### src/rtl/inexrecur_fetch.sv
// -----------------------------------------------------------------------------
// inexrecur_fetch
//
// Drains the inexact-recursion register file in order through its
// sequential-read port. Each word is unpacked into {i,z,k,l}. When FILTER_EMPTY
// is set, words describing an empty SA interval (k > l) are dropped. Surviving
// tuples are offered to the recursion compute stage over valid/ready.
//
// Ports
//   clk, rst_n        clock (rising edge), asynchronous active-low reset
//   start, abort      one-cycle control pulses (abort has priority)
//   entry_cnt         number of entries to drain, sampled on accepted start
//   seq_re            sequential-read strobe, one cycle per entry
//   r_addr, r_data    register-file address/word, valid while seq_re=1
//   out_valid/ready   output handshake
//   out_i/z/k/l       unpacked fields, out_addr source address
//   out_last          tuple came from the final entry
//   busy, done        run status; done is a one-cycle pulse
//   drop_cnt          entries dropped by the filter in the current/last run
//
// state  | meaning
// -------+---------------------------------------------------------------
// IDLE   | waiting for start
// FETCH  | reading entries; one seq_re per free output slot
// DRAIN  | all entries read, waiting for the last tuple to be consumed
// DONE   | single-cycle done pulse, then back to IDLE
// -----------------------------------------------------------------------------
module inexrecur_fetch #(
    parameter int ADDR_W       = 12,
    parameter int FIELD_W      = 8,
    parameter int FILTER_EMPTY = 1
) (
    input  logic                 clk,
    input  logic                 rst_n,
    input  logic                 start,
    input  logic                 abort,
    input  logic [ADDR_W:0]      entry_cnt,
    output logic                 seq_re,
    input  logic [ADDR_W-1:0]    r_addr,
    input  logic [4*FIELD_W-1:0] r_data,
    output logic                 out_valid,
    input  logic                 out_ready,
    output logic [FIELD_W-1:0]   out_i,
    output logic [FIELD_W-1:0]   out_z,
    output logic [FIELD_W-1:0]   out_k,
    output logic [FIELD_W-1:0]   out_l,
    output logic [ADDR_W-1:0]    out_addr,
    output logic                 out_last,
    output logic                 busy,
    output logic                 done,
    output logic [ADDR_W:0]      drop_cnt
);

    localparam int CNT_W = ADDR_W + 1;
    localparam logic [CNT_W-1:0] MAX_CNT = CNT_W'(1) << ADDR_W;

    typedef enum logic [1:0] {
        S_IDLE  = 2'd0,
        S_FETCH = 2'd1,
        S_DRAIN = 2'd2,
        S_DONE  = 2'd3
    } state_t;

    state_t             state;
    state_t             state_nx;
    logic [CNT_W-1:0]   remain;
    logic [CNT_W-1:0]   cnt_clamped;
    logic               take_start;
    logic               slot_free;
    logic               consumed;
    logic [FIELD_W-1:0] w_i;
    logic [FIELD_W-1:0] w_z;
    logic [FIELD_W-1:0] w_k;
    logic [FIELD_W-1:0] w_l;
    logic               drop_word;

    assign w_i = r_data[4*FIELD_W-1 -: FIELD_W];
    assign w_z = r_data[3*FIELD_W-1 -: FIELD_W];
    assign w_k = r_data[2*FIELD_W-1 -: FIELD_W];
    assign w_l = r_data[FIELD_W-1   -: FIELD_W];

    assign drop_word   = (FILTER_EMPTY != 0) && (w_k > w_l);
    assign consumed    = out_valid && out_ready;
    // The output register can accept a new word if it is empty or being
    // emptied by a handshake on this same edge.
    assign slot_free   = !out_valid || out_ready;
    assign cnt_clamped = (entry_cnt > MAX_CNT) ? MAX_CNT : entry_cnt;

    assign busy = (state == S_FETCH) || (state == S_DRAIN);
    assign done = (state == S_DONE);

    always_comb begin
        state_nx   = state;
        seq_re     = 1'b0;
        take_start = 1'b0;
        case (state)
            S_IDLE: begin
                if (start) begin
                    take_start = 1'b1;
                    state_nx   = (entry_cnt == '0) ? S_DONE : S_FETCH;
                end
            end
            S_FETCH: begin
                if (slot_free) begin
                    seq_re = 1'b1;
                    if (remain == CNT_W'(1)) state_nx = S_DRAIN;
                end
            end
            S_DRAIN: begin
                if (slot_free) state_nx = S_DONE;
            end
            S_DONE: begin
                state_nx = S_IDLE;
            end
            default: state_nx = S_IDLE;
        endcase
        // Gating seq_re here keeps the file pointer from advancing on a word
        // that would never be captured.
        if (abort) begin
            state_nx   = S_IDLE;
            seq_re     = 1'b0;
            take_start = 1'b0;
        end
    end

    always_ff @(posedge clk or negedge rst_n) begin
        if (!rst_n) begin
            state     <= S_IDLE;
            remain    <= '0;
            drop_cnt  <= '0;
            out_valid <= 1'b0;
            out_last  <= 1'b0;
            out_i     <= '0;
            out_z     <= '0;
            out_k     <= '0;
            out_l     <= '0;
            out_addr  <= '0;
        end else begin
            state <= state_nx;

            if (take_start) begin
                remain   <= cnt_clamped;
                drop_cnt <= '0;
            end else if (seq_re) begin
                remain <= remain - CNT_W'(1);
                if (drop_word) drop_cnt <= drop_cnt + CNT_W'(1);
            end

            if (abort) begin
                out_valid <= 1'b0;
                out_last  <= 1'b0;
            end else if (seq_re && !drop_word) begin
                out_valid <= 1'b1;
                out_last  <= (remain == CNT_W'(1));
                out_i     <= w_i;
                out_z     <= w_z;
                out_k     <= w_k;
                out_l     <= w_l;
                out_addr  <= r_addr;
            end else if (seq_re || consumed) begin
                // Dropped word or plain handshake: the slot ends up empty.
                out_valid <= 1'b0;
                out_last  <= 1'b0;
            end
        end
    end

endmodule

### config.mk
export PLATFORM = sky130hd
export DESIGN_NAME = inexrecur_fetch
export DESIGN_NICKNAME = d
export VERILOG_FILES = /design/src/rtl/inexrecur_fetch.sv
export SDC_FILE = /design/constraint.sdc
export NUM_CORES = 1
export LEC_CHECK = 0
export BUFFER_PORTS_ARGS = -buffer_cell sky130_fd_sc_hd__buf_2
export CELL_PAD_IN_SITES_DETAIL_PLACEMENT = 1
export CELL_PAD_IN_SITES_GLOBAL_PLACEMENT = 2
export CORE_MARGIN = 5
export CORE_UTILIZATION = 31
export CTS_CLUSTER_DIAMETER = 40
export DETAILED_ROUTE_END_ITERATION = 16
export PLACE_DENSITY = 0.77
export SLEW_MARGIN = 20
export SYNTH_ARGS = -nofsm -noshare
export SYNTH_HDL_FRONTEND = slang
export SYNTH_SLANG_ARGS = --single-unit
### constraint.sdc
create_clock -name clk -period 2.4 [get_ports clk]
set_clock_uncertainty 0.05 [all_clocks]
set_input_delay 0.24 -clock clk [delete_from_list [all_inputs] [get_ports clk]]
set_output_delay 0.24 -clock clk [all_outputs]
set_load 0.05 [all_outputs]
==> summary.md <==
| Metric | Value |
|---|---|
| Status | `finished clean` |
| Crit path kind | `register to register` |
| R2r startpoint | `remain[5]` |
| Leak | `2.328 nW` |
| Crit path to | `state[1]` |
| Post-synth EDFFs | `0` |
| R2r setup slk | `0.27 ns` |
| Power Density | `1374 nW/um^2` |
| Total CTS buffers | `9` |
| Crit-path max FO | `4` |
| Final min period | `2.127 ns` |
| Synth top area share | `52.24%` |
| Most common cell after layout, fill and taps aside | `buf_2` |
| CTS HTree Levels | `3` |
| Synthesized-area fraction occupied by adder cells | `5.295%` |
| Row count | `39` |
| Final count of pins violating max slew | `0` |
| CP max stage delay | `0.56 ns` |
| DR vias | `2860` |
| Synth Instances | `306` |
| Dominant synthesized flop cell | `dfrtp_1` |
| Main combinational cell family by area after synthesis | `multiplexers` |
| Power Total | `6.573 mW` |
| PortBufs | `123` |
| CP startpoint | `remain[5]` |
| Worst R2R End | `state[1]` |
| Nets | `519` |
| Final GP Congestion | `0.7387` |
| Worst slew pin tran | `0.4711 ns` |
| Initial antenna violation count | `0` |
| Ant. Diodes | `0` |
| Postcts setup bufs | `0` |
| Synthesized Nets | `383` |
| Area of the die | `13670 sq um` |
| Clock-pin slew on the worst setup and hold paths | `0.06 ns` |
| Mux contribution to synthesized area | `14.54%` |
| Layout cell share with drive strength beyond 1 | `44.97%` |
| Final ANT Viol Nets | `0` |
| Area growth, synth to finish | `34.98%` |
| Post-CTS sizing | `0` |
| WHS | `0.08086 ns` |
| Worst skew pair latency | `0.33 ns` |
| Max_cap viols | `0` |
| Final setup vio count | `0` |
| Core box area | `11320 sq um` |
| Post-DR vias/cell | `4.847` |
| Overall routed net length | `9.581 mm` |
| Critical-path top delay cell | `or4_4` |
| Sequential-to-total area share from yosys stat | `52.24%` |
| Largest net degree at the start of global routing | `75` |
| Max clock buf depth | `2` |
| DIE HEIGHT | `116.9 um` |
| First-pass GRT wire length | `15.64 mm` |
| CP Launch Type | `register` |
| Residual DRC count | `0` |
| CTS tree | `built` |
| XOR/XNOR Fraction of Synth Area | `3.706%` |
| Half-perimeter wire length after placement | `7.281 mm` |
| Clock root buffer | `clkbuf_16` |
| GRT Total Usage | `14.74%` |
| RSZ-0062 raised after global routing | `false` |
| F_max | `0.4703 GHz` |
| Final hold vios | `0` |
| Io pins | `124` |
| Synth unique cells | `42` |
| Relative slew margins | `68.31%` |
| Synth area leaders | `dfrtp_1 52%, mux2_2 14%, ha_1 5.3%` |
| Cell count along the critical path | `6` |
| Buf/Inv on CP | `0` |
| Min-delay worst type | `primary input to register` |
| Mean Syn Cell Area | `11.58 sq um` |
| Post-synthesis cell area | `3545 sq um` |
| Crit share post-route | `88.60%` |
| IR drop worst, VDD | `722.9 uV` |
| Yosys reg bits | `74` |
| Crit path cell chain | `or4_4, nand2b_4, nor4b_4, o221a_4, mux2i_1, nor2_1` |
| Delay-heaviest family, CP | `simple AND/OR/NAND/NOR gates` |
| Simple-gate share of the synthesized area | `11.86%` |
| Crit path DAT | `2.30 ns` |
| Final Core Density | `42.26%` |
| Die width | `116.9 um` |
| Clk sinks | `74` |
| Vias in the first global route | `3181` |
| Fillers | `1273` |
| Fraction of synthesis flops using an asynchronous set or reset pin | `100.0%` |
| Initial Util | `31.31%` |
| Post-synth top area cell | `dfrtp_1` |
| First-pass detailed-route iteration total | `4` |
| Initial DRC count | `92` |
| Wire per inst | `16.24 um` |
| Most frequent cells in the layout | `122 x buf_2, 74 x dfrtp_1, 44 x mux2_2` |
| Total Negative Setup Slacks | `0 ns` |
| Synth Warn # | `0` |
| FF-to-FF path depth | `6` |
| Critical Path RT | `2.57 ns` |
| Worst Setup End Kind | `register` |
| Compound-Gate Fraction of Synth Area | `9.425%` |
| GRT overflow | `0` |
==> synthesized netlist by cell type, types with 2 or more instances <==
master and n:
nand2b_1 2, nand3_1 8, o211ai_1 3, and3_1 4
dfrtp_1 74, nand2_1 16, nor4_1 5, mux2_2 44
inv_1 17, o21ai_0 19, ha_1 15, mux2i_1 2
or3_1 9, xor2_1 6, clkbuf_1 3, buf_2 5
o21bai_1 2, nor2_1 15, xnor2_1 9, nand3b_1 2
a21oi_1 20, nand4_1 3, nor3_1 3, and2_1 2
==> power by group <==
part / total (mW) / leakage, nW / switching, mW / internal [mW]
Combinational: 2.94 / 1.24 / 2.08 / 0.859
Clock: 1.59 / 0.165 / 0.545 / 1.05
Sequential: 2.04 / 0.922 / 0.304 / 1.74
Total: 6.57 / 2.33 / 2.93 / 3.64
==> layout make-up <==
type	instances	area [sq um]	area share [%]
inverter	18	68.82	1.438
timing repair buffer	133	740.7	15.48
clock inverter	6	113.9	2.380
clock buffer	10	239.0	4.995
tap	143	178.9	3.740
multi-input combinational	206	1592	33.26
sequential	74	1852	38.70
==> cells by family after synthesis <==
| kind of cell | after synthesis |
|---|---|
| mux | 46 |
| compound gates | 54 |
| flops | 74 |
| simple gates | 76 |
| xor+xnor | 15 |
| buf+inv | 26 |
| fa+ha+maj | 15 |
==> registers in the layout, summed over array words and instances, names as in the netlist <==
register,flops
drop_cnt,13
out_addr,12
out_i,8
out_k,8
out_l,8
out_last,1
out_valid,1
out_z,8
remain,13
state,2
==> metrics by stage <==
stage                     std cells  setup WS, ns  instance area [sq um]
after floorplan                 306        0.1000                   3546
after detailed placement        572        0.2283                   4394
after global routing            590       0.02415                   4785
after global placement          572        0.2460                   4394
after CTS                       588        0.2594                   4747
final                           590        0.2735                   4785
==> how the worst min path moves through the flow <==
| stage | start | endpoint | slack, ns | cells after the start |
|---|---|---|---|---|
| 2_1_floorplan | rst_n | drop_cnt[0] | -0.11 | 0 |
| 3_3_place_gp | rst_n | state[0] | 0.42 | 1 |
| 3_5_place_dp | rst_n | out_addr[11] | 0.42 | 1 |
| 4_1_cts | rst_n | out_addr[11] | 0.05 | 1 |
| 5_1_grt | r_addr[5] | out_addr[5] | 0.07 | 2 |
| 6_report | r_data[31] | out_i[7] | 0.08 | 2 |
==> metal layers <==
| metal | vias up | GRT usage, % | part of all wire [%] |
|---|---|---|---|
| met5 | - | 0 | 0 |
| met4 | 0 | 4.587 | 1.0 |
| met3 | 8 | 6.530 | 9.6 |
| met2 | 85 | 24.27 | 48 |
| met1 | 1415 | 17.37 | 41 |
| li1 | 1352 | - | - |
==> timing repair <==
item,CTS,global route
endpoints found under the hold margin,0,22
hold buffers,0,1
endpoints found under the setup margin,0,0
No activity file was read; power rests on OpenSTA's default activity.
